<file path="src/rtl/serial_pkg.sv">
// Shared constants for the bit-serial adder: state encodings and default operand width.
package serial_pkg;

    localparam int unsigned DEFAULT_WIDTH = 8;

    localparam logic [1:0] S_IDLE = 2'd0;
    localparam logic [1:0] S_RUN  = 2'd1;
    localparam logic [1:0] S_DONE = 2'd2;

    typedef enum logic [1:0] {
        StIdle = S_IDLE,
        StRun  = S_RUN,
        StDone = S_DONE
    } state_e;

endpackage

</file>
<file path="src/rtl/full_adder_cell.sv">
// Combinational 3-input full adder built from gate primitives.
module full_adder_cell (
    input  logic a,
    input  logic b,
    input  logic c,
    output logic s,
    output logic co
);

    logic ab;
    logic ac;
    logic bc;

    xor u_xor (s, a, b, c);
    and u_and_ab (ab, a, b);
    and u_and_ac (ac, a, c);
    and u_and_bc (bc, b, c);
    or  u_or_co (co, ab, ac, bc);

endmodule

</file>
<file path="src/rtl/serial_adder.sv">
// Bit-serial adder: one full-adder cell plus a carry flop, LSB first, one bit per clock.
module serial_adder
    import serial_pkg::*;
#(
    parameter int unsigned WIDTH = DEFAULT_WIDTH
) (
    input  logic             clk,
    input  logic             rst_n,
    input  logic             start,
    input  logic [WIDTH-1:0] a,
    input  logic [WIDTH-1:0] b,
    input  logic             cin,
    output logic             busy,
    output logic             done,
    output logic [WIDTH-1:0] sum,
    output logic             cout
);

    localparam int unsigned CNT_W = $clog2(WIDTH + 1);
    localparam logic [CNT_W-1:0] LAST = CNT_W'(WIDTH - 1);

    state_e           state_q, state_d;
    logic [WIDTH-1:0] sh_a_q, sh_a_d;
    logic [WIDTH-1:0] sh_b_q, sh_b_d;
    logic [WIDTH-1:0] sh_s_q, sh_s_d;
    logic [WIDTH-1:0] sum_q, sum_d;
    logic             carry_q, carry_d;
    logic             cout_q, cout_d;
    logic [CNT_W-1:0] count_q, count_d;

    logic             fa_s;
    logic             fa_co;
    logic             load;
    logic [WIDTH-1:0] sh_s_next;

    full_adder_cell u_fa (
        .a  (sh_a_q[0]),
        .b  (sh_b_q[0]),
        .c  (carry_q),
        .s  (fa_s),
        .co (fa_co)
    );

    // New sum bit enters at the MSB so the result is LSB-aligned after WIDTH shifts.
    if (WIDTH == 1) begin : g_w1
        assign sh_s_next = fa_s;
    end else begin : g_wn
        assign sh_s_next = {fa_s, sh_s_q[WIDTH-1:1]};
    end

    always_comb begin
        state_d = state_q;
        sh_a_d  = sh_a_q;
        sh_b_d  = sh_b_q;
        sh_s_d  = sh_s_q;
        sum_d   = sum_q;
        carry_d = carry_q;
        cout_d  = cout_q;
        count_d = count_q;
        load    = 1'b0;

        case (state_q)
            StIdle: load = start;
            StRun: begin
                sh_a_d  = sh_a_q >> 1;
                sh_b_d  = sh_b_q >> 1;
                sh_s_d  = sh_s_next;
                carry_d = fa_co;
                count_d = count_q + CNT_W'(1);
                if (count_q == LAST) begin
                    state_d = StDone;
                    sum_d   = sh_s_next;
                    cout_d  = fa_co;
                end
            end
            StDone: begin
                state_d = StIdle;
                load    = start;
            end
            default: state_d = StIdle;
        endcase

        if (load) begin
            state_d = StRun;
            sh_a_d  = a;
            sh_b_d  = b;
            carry_d = cin;
            count_d = '0;
        end
    end

    always_ff @(posedge clk or negedge rst_n) begin
        if (!rst_n) begin
            state_q <= StIdle;
            sh_a_q  <= '0;
            sh_b_q  <= '0;
            sh_s_q  <= '0;
            sum_q   <= '0;
            carry_q <= 1'b0;
            cout_q  <= 1'b0;
            count_q <= '0;
        end else begin
            state_q <= state_d;
            sh_a_q  <= sh_a_d;
            sh_b_q  <= sh_b_d;
            sh_s_q  <= sh_s_d;
            sum_q   <= sum_d;
            carry_q <= carry_d;
            cout_q  <= cout_d;
            count_q <= count_d;
        end
    end

    assign busy = (state_q == StRun);
    assign done = (state_q == StDone);
    assign sum  = sum_q;
    assign cout = cout_q;

endmodule
</file>
<file path="config.mk">
export PLATFORM = sky130hd
export DESIGN_NAME = serial_adder
export DESIGN_NICKNAME = d
export VERILOG_FILES = /design/src/rtl/serial_pkg.sv /design/src/rtl/full_adder_cell.sv /design/src/rtl/serial_adder.sv
export SDC_FILE = /design/constraint.sdc
export NUM_CORES = 1
export LEC_CHECK = 0
export BUFFER_PORTS_ARGS = -buffer_cell sky130_fd_sc_hd__clkbuf_2
export CORE_AREA = 2 2 62 64
export CTS_CLUSTER_DIAMETER = 80
export DETAILED_ROUTE_END_ITERATION = 10
export DIE_AREA = 0 0 64 66
export GPL_TIMING_DRIVEN = 0
export PLACE_DENSITY = 0.83
export SETUP_SLACK_MARGIN = 0.05
export SYNTH_ARGS = -nofsm -noshare
export SYNTH_HDL_FRONTEND = slang
export SYNTH_SLANG_ARGS = --single-unit
</file>
<file path="constraint.sdc">
create_clock -name clk -period 1.5 [get_ports clk]
set_input_delay 0.225 -clock clk [delete_from_list [all_inputs] [get_ports clk]]
set_output_delay 0.225 -clock clk [all_outputs]
set_load 0.03 [all_outputs]
</file>
**Word-level counts from Yosys, hierarchy flattened**

Index checks and enable logic that the tools add are counted.

- Register bits: 40
- Word-level logic and storage cells: 36
- Output and inout port bits: 11

- Eq/ne operators: 5
- Reductions and logical operators: 7
- Multiplexer cells: 12
- Bitwise logic cells: 3
- Add/subtract/negate cells: 1

Operators by type and width:

| cell | number |
|---|---|
| $mux 8 | 4 |
| $mux 4 | 2 |
| $add 4x1->4 const B | 1 |
| $eq 4x3->1 const B | 1 |
| $mux 2 | 2 |
| $pmux 2 s2 | 1 |
| $reduce_and 2->1 | 2 |
| $and 1x1->1 | 3 |
| $mux 1 | 3 |
| $ne 3x1->1 const B | 1 |
| $reduce_or 3->1 | 1 |
| $reduce_xor 3->1 | 1 |
| $eq 2x1->1 const B | 1 |
| $eq 2x2->1 const B | 1 |
| $logic_not 2->1 | 1 |
| $ne 2x2->1 const B | 1 |
| $reduce_bool 2->1 | 1 |
| $reduce_or 2->1 | 1 |

**Longest topological paths before layout**

- Depth in word-level cells: 5
- Depth in mapped cells: 7

**Modules after synthesis**

A second synthesis with hierarchy kept.

- Cell total of the unflattened synthesis: 164
- Area, all modules: 1646.6 µm²

By module, submodules not included:

| module | seq. area each (µm²) | area an instance (µm²) | cells each | times used |
|---|---|---|---|---|
| serial_adder | 975.9 | 1626.6 | 163 | 1 |
| full_adder_cell | 0.0 | 20.0 | 1 | 1 |

**Least setup slack after synthesis**

Ideal clock, no wire load.

- Path kind: flip-flop to flip-flop
- Start point: reg state_q[1]
- End point: reg cout_q, in the netlist cout
- Buffers on the path: 1
- Required time: 1.375 ns
- Cell stages (with the launch flop): 5
- Arrival: 1.325 ns
- Setup slack: 0.050 ns
- Setup time: 0.125 ns
- Cells stage by stage: dfrtp_1 -> nand2b_1 -> buf_6 -> nor3_4 -> mux2_2

- Cells in the longest elaborated chain, start to end: 2

RTL lines:

| item | RTL line | text |
|---|---|---|
| from (decl) | serial_adder.sv:22 | `state_e state_q, state_d;` |
| from (signal assigned) | serial_adder.sv:94 | `state_q <= StIdle;` |
| from (signal assigned) | serial_adder.sv:103 | `state_q <= state_d;` |
| $eq 2x1->1 | serial_adder.sv:62 | `case (state_q)` |
| $reduce_and 2->1 (no source line) | - |  |
| to (signal assigned) | serial_adder.sv:109 | `cout_q <= cout_d;` |
| to (decl) | serial_adder.sv:28 | `logic cout_q, cout_d;` |

Every way passes these cells.
A chain may end at the register's enable or synchronous reset.

**Worst setup path in the final report**

- Start point: reg state_q[0]
- End point: out done

- Cells in the longest elaborated chain, start to end: 1

RTL lines:

| item | RTL line | text |
|---|---|---|
| $eq 2x2->1 | serial_adder.sv:115 | `assign done = (state_q == StDone);` |
| to (decl) | serial_adder.sv:14 | `output logic done,` |

Every way passes these cells.

==> metrics <==
number of rows created at floorplan=22; category of the worst setup path launch point=flop; worst min-delay path class=primary input to async pin; hold buffers post-CTS=0; effective utilization at floorplan=46.16%; combinational fraction of design power=46.7%; power density normalized to cell area=2296 nW/um^2; final standard cell count with taps included and fillers excluded=253; root buf cell=sky130_fd_sc_hd__clkbuf_4; diodes inserted=0; wire length after detailed routing=3520 um; synthesized flop and latch total=39; maximum VDD drop=662.4 uV; number of placed instances, taps included=239; H-Tree Depth=2; Horiz. Die Dim=64 um; CP Capture Type=output port; Post-Syn Nets=183; FF-to-FF path depth=5; CP top delay family=flip-flops; endpoint required time on the critical path=1.27 ns; average footprint of a synthesized cell=10.18 um^2; number of warning messages in the yosys log=0; Total Die Area=4224 um^2; internal power consumption=2889 uW; gp weighted congestion=0.7885; Netlist Area Pre-Place=1639 um^2; post-synthesis cell count=161; vias post-DR=1324; top achievable clock speed=690.2 MHz; IO Pins=31; final period utilization=96.59%; stage delay of the slowest cell on the critical path=0.44 ns; maximum number of pins on one net before global-route repair=40; share of power burned in the clock network=13.9%; actual slew at the worst max-slew pin=0.9393 ns; adder-cell area share of the yosys netlist=1.985%; net switching share of the total power=39.63%; Highest Signal Layer=met4; Fin Clk Skew=0.01460 ns; sequence of cells on the critical path=buf_4, nor2b_2, buf_6; reported leakage power=0.001045 uW; vias in the first global route=1369; max-capacitance violation count=0; worst hold slack=-0.0006842 ns; Final nets=227; dominant cell by count in the synthesized netlist=sky130_fd_sc_hd__nand2_1; # port buffers=30; most common library cells after synthesis=55 x sky130_fd_sc_hd__nand2_1, 39 x sky130_fd_sc_hd__dfrtp_1, 14 x sky130_fd_sc_hd__nor2_1, 13 x sky130_fd_sc_hd__a31oi_1, 10 x sky130_fd_sc_hd__mux2_2; Met2 Routed Length=1763 um; combinational family with the most area after synthesis=simple AND/OR/NAND/NOR gates; main area contributors after synthesis=sky130_fd_sc_hd__dfrtp_1 60%, sky130_fd_sc_hd__nand2_1 13%, sky130_fd_sc_hd__mux2_2 6.9%, sky130_fd_sc_hd__a31oi_1 5.0%, sky130_fd_sc_hd__nor2_1 3.2%; top cell type's share of synthesized area=59.54%; minimum clock period after layout=1.449 ns; number of iterations in the first detailed-routing pass=4; number of buffers on the longest clock path=2; RSZ-0062 raised after global routing=yes; run status=complete, but fails checks; y dimension of the die=66 um; number of hold violations in the final report=4; wire length on met1=1545 um; Critical R2R Capture=sum[3]; average wire per cell in the routed design=13.91 um; endpoint arrival time on the critical path=1.22 ns; count of distinct cell types in the synthesized netlist=21; floorplan core area=3551 um^2; count of buffering cells on the critical path with inverters included=2; detailed route wirelength on metal3=156 um; r2r setup slk=0.08 ns; wire length of the first global-routing pass=6051 um; reg-to-reg critical path startpoint=count_q[1]; Inserted Clock Buffers=5; final number of max-transition violations=0; global router's overall resource usage=19.20%; largest area contributor in the netlist=sky130_fd_sc_hd__dfrtp_1; via-per-instance ratio=5.233; fraction of final layout cells with drive strength greater than 1=33.66%; clk sinks=39; xor/xnor cell area share of the yosys netlist=0%; simple-gate share of the synthesized area=19.62%; violated checks=hold timing; Residual DRC=0; number of synthesized flops with an enable pin=0; highest net fanout along the worst path=3; sum of net half-perimeters after detailed placement=2247 um; Crit-path slowest cell=sky130_fd_sc_hd__dfrtp_1; clock tree from TritonCTS=built; Critical Setup Path Class=flop to output port; Psw=1897 uW; clk_lat worst skew=0.35 ns; drt initial violations=74; fraction of the mapped netlist area in compound gates=7.863%; worst slew margin relative to its limit=37.38%; Seq pwr share=39.4%; multiplexer area fraction after synthesis=8.092%; number of routed nets with antenna violations=0; number of antenna violations at the first check in global routing=0; commonest register cell after synthesis=sky130_fd_sc_hd__dfrtp_1; Layout area overhead=27.18%; final number of setup-violating endpoints=0; critical path depth in cells=3; clock transition time at the flip-flop clock pins of the worst setup and hold paths=0.11 ns; proportion of synthesized flip-flops having asynchronous set or reset=100.0%; portion of the post-synthesis area used by sequential elements=59.54%; aggregate global routing overflow=0
sequential cells by signal, summed over array words and instances (netlist names):
signal   flops
sh_s_q       7
carry_q      1
sh_b_q       8
sh_a_q       8
sum          8
count_q      4
cout         1
state_q      2
power by group through the flow:
stage               clock, uW  sequential, uW  combinational [uW]
floorplan                   0            2030                1140
global placement            0            1840                1750
detailed placement          0            1870                1820
CTS                       678            1840                2130
global route              756            1940                2490
finish                    666            1880                2240
worst max-delay path by stage:
stage | startpoint | endpoint | slack [ns]
detailed placement | state_q[1] | busy | -0.14
global placement | state_q[1] | busy | -0.12
global route | state_q[1] | busy | -0.007
floorplan | state_q[1] | cout | 0.05
CTS | state_q[1] | busy | -0.09
finish | state_q[0] | done | 0.05
worst reg2reg max path: stages, from the launching register on:
cell	delay [ns]
sky130_fd_sc_hd__dfrtp_1	0.41
sky130_fd_sc_hd__ha_4	0.17
sky130_fd_sc_hd__nand2_4	0.05
sky130_fd_sc_hd__nor3_4	0.20
sky130_fd_sc_hd__buf_6	0.17
sky130_fd_sc_hd__mux2_4	0.31
cells by family after synthesis:
group | after synthesis
buf+inv | 10
fa+ha+maj | 2
compound gates | 20
flops | 39
simple gates | 78
mux | 12
area by class of cell:
cell class / instances / area [um^2]
flip-flops and latches: 39 / 975.9
clock inverters: 1 / 30.03
fillers: 279 / 1466
multi-input cells: 112 / 681.9
well taps: 48 / 60.06
plain buffers: 6 / 40.04
inverters: 1 / 6.256
clock buffers: 6 / 41.29
repair buffers: 40 / 249.0
per-layer routing:
layer / track usage, % / vias to the layer above
met5: 0 / -
met4: 6.793 / 0
met3: 5.963 / 6
met2: 31.64 / 32
met1: 23.88 / 664
li1: - / 622
what timing repair did:
| item | 4_1_cts | 5_1_grt |
|---|---|---|
| buffers inserted | 9 | 1 |
| pin swaps | 1 | 1 |
| gates resized for setup | 17 | 21 |
| endpoints found under the setup margin | 15 | 31 |
through the flow:
| stage | instance area, um^2 | TNS (ns) | power (uW) | utilization [%] | worst slack [ns] |
|---|---|---|---|---|---|
| 3_5_place_dp | 1849 | -1.055 | 3696 | 52.08 | -0.1369 |
| 4_1_cts | 2034 | -0.08756 | 4648 | 57.29 | -0.08756 |
| 3_3_place_gp | 1849 | -0.8984 | 3598 | 52.08 | -0.1208 |
| 6_report | 2085 | 0 | 4786 | 58.70 | 0.05120 |
| 5_1_grt | 2085 | -0.008896 | 5181 | 58.70 | -0.007361 |
| 2_1_floorplan | 1639 | 0 | 3169 | - | 0.05003 |
layout by cell type, fill, tap and decap left out:
cell type and instances:
sky130_fd_sc_hd__nand2_1 54, sky130_fd_sc_hd__dfrtp_1 39, sky130_fd_sc_hd__clkbuf_2 33, sky130_fd_sc_hd__nor2_1 14
sky130_fd_sc_hd__a31oi_1 13, sky130_fd_sc_hd__mux2_4 9, sky130_fd_sc_hd__buf_4 8, sky130_fd_sc_hd__clkbuf_4 5
sky130_fd_sc_hd__nand3_1 3, sky130_fd_sc_hd__buf_6 3, sky130_fd_sc_hd__buf_8 2, sky130_fd_sc_hd__nor2b_2 2
sky130_fd_sc_hd__mux2i_1 2, sky130_fd_sc_hd__a22o_1 2, sky130_fd_sc_hd__o21ai_0 2, sky130_fd_sc_hd__a22oi_1 2
sky130_fd_sc_hd__nand2b_4 1, sky130_fd_sc_hd__inv_4 1, sky130_fd_sc_hd__mux2_2 1, sky130_fd_sc_hd__nand2b_1 1
sky130_fd_sc_hd__nand2_4 1, sky130_fd_sc_hd__nor3_4 1, sky130_fd_sc_hd__nand4_1 1, sky130_fd_sc_hd__a21oi_1 1
sky130_fd_sc_hd__fa_1 1, sky130_fd_sc_hd__ha_4 1, sky130_fd_sc_hd__bufinv_16 1, sky130_fd_sc_hd__clkbuf_1 1
Power figures use the tool's default switching activity.
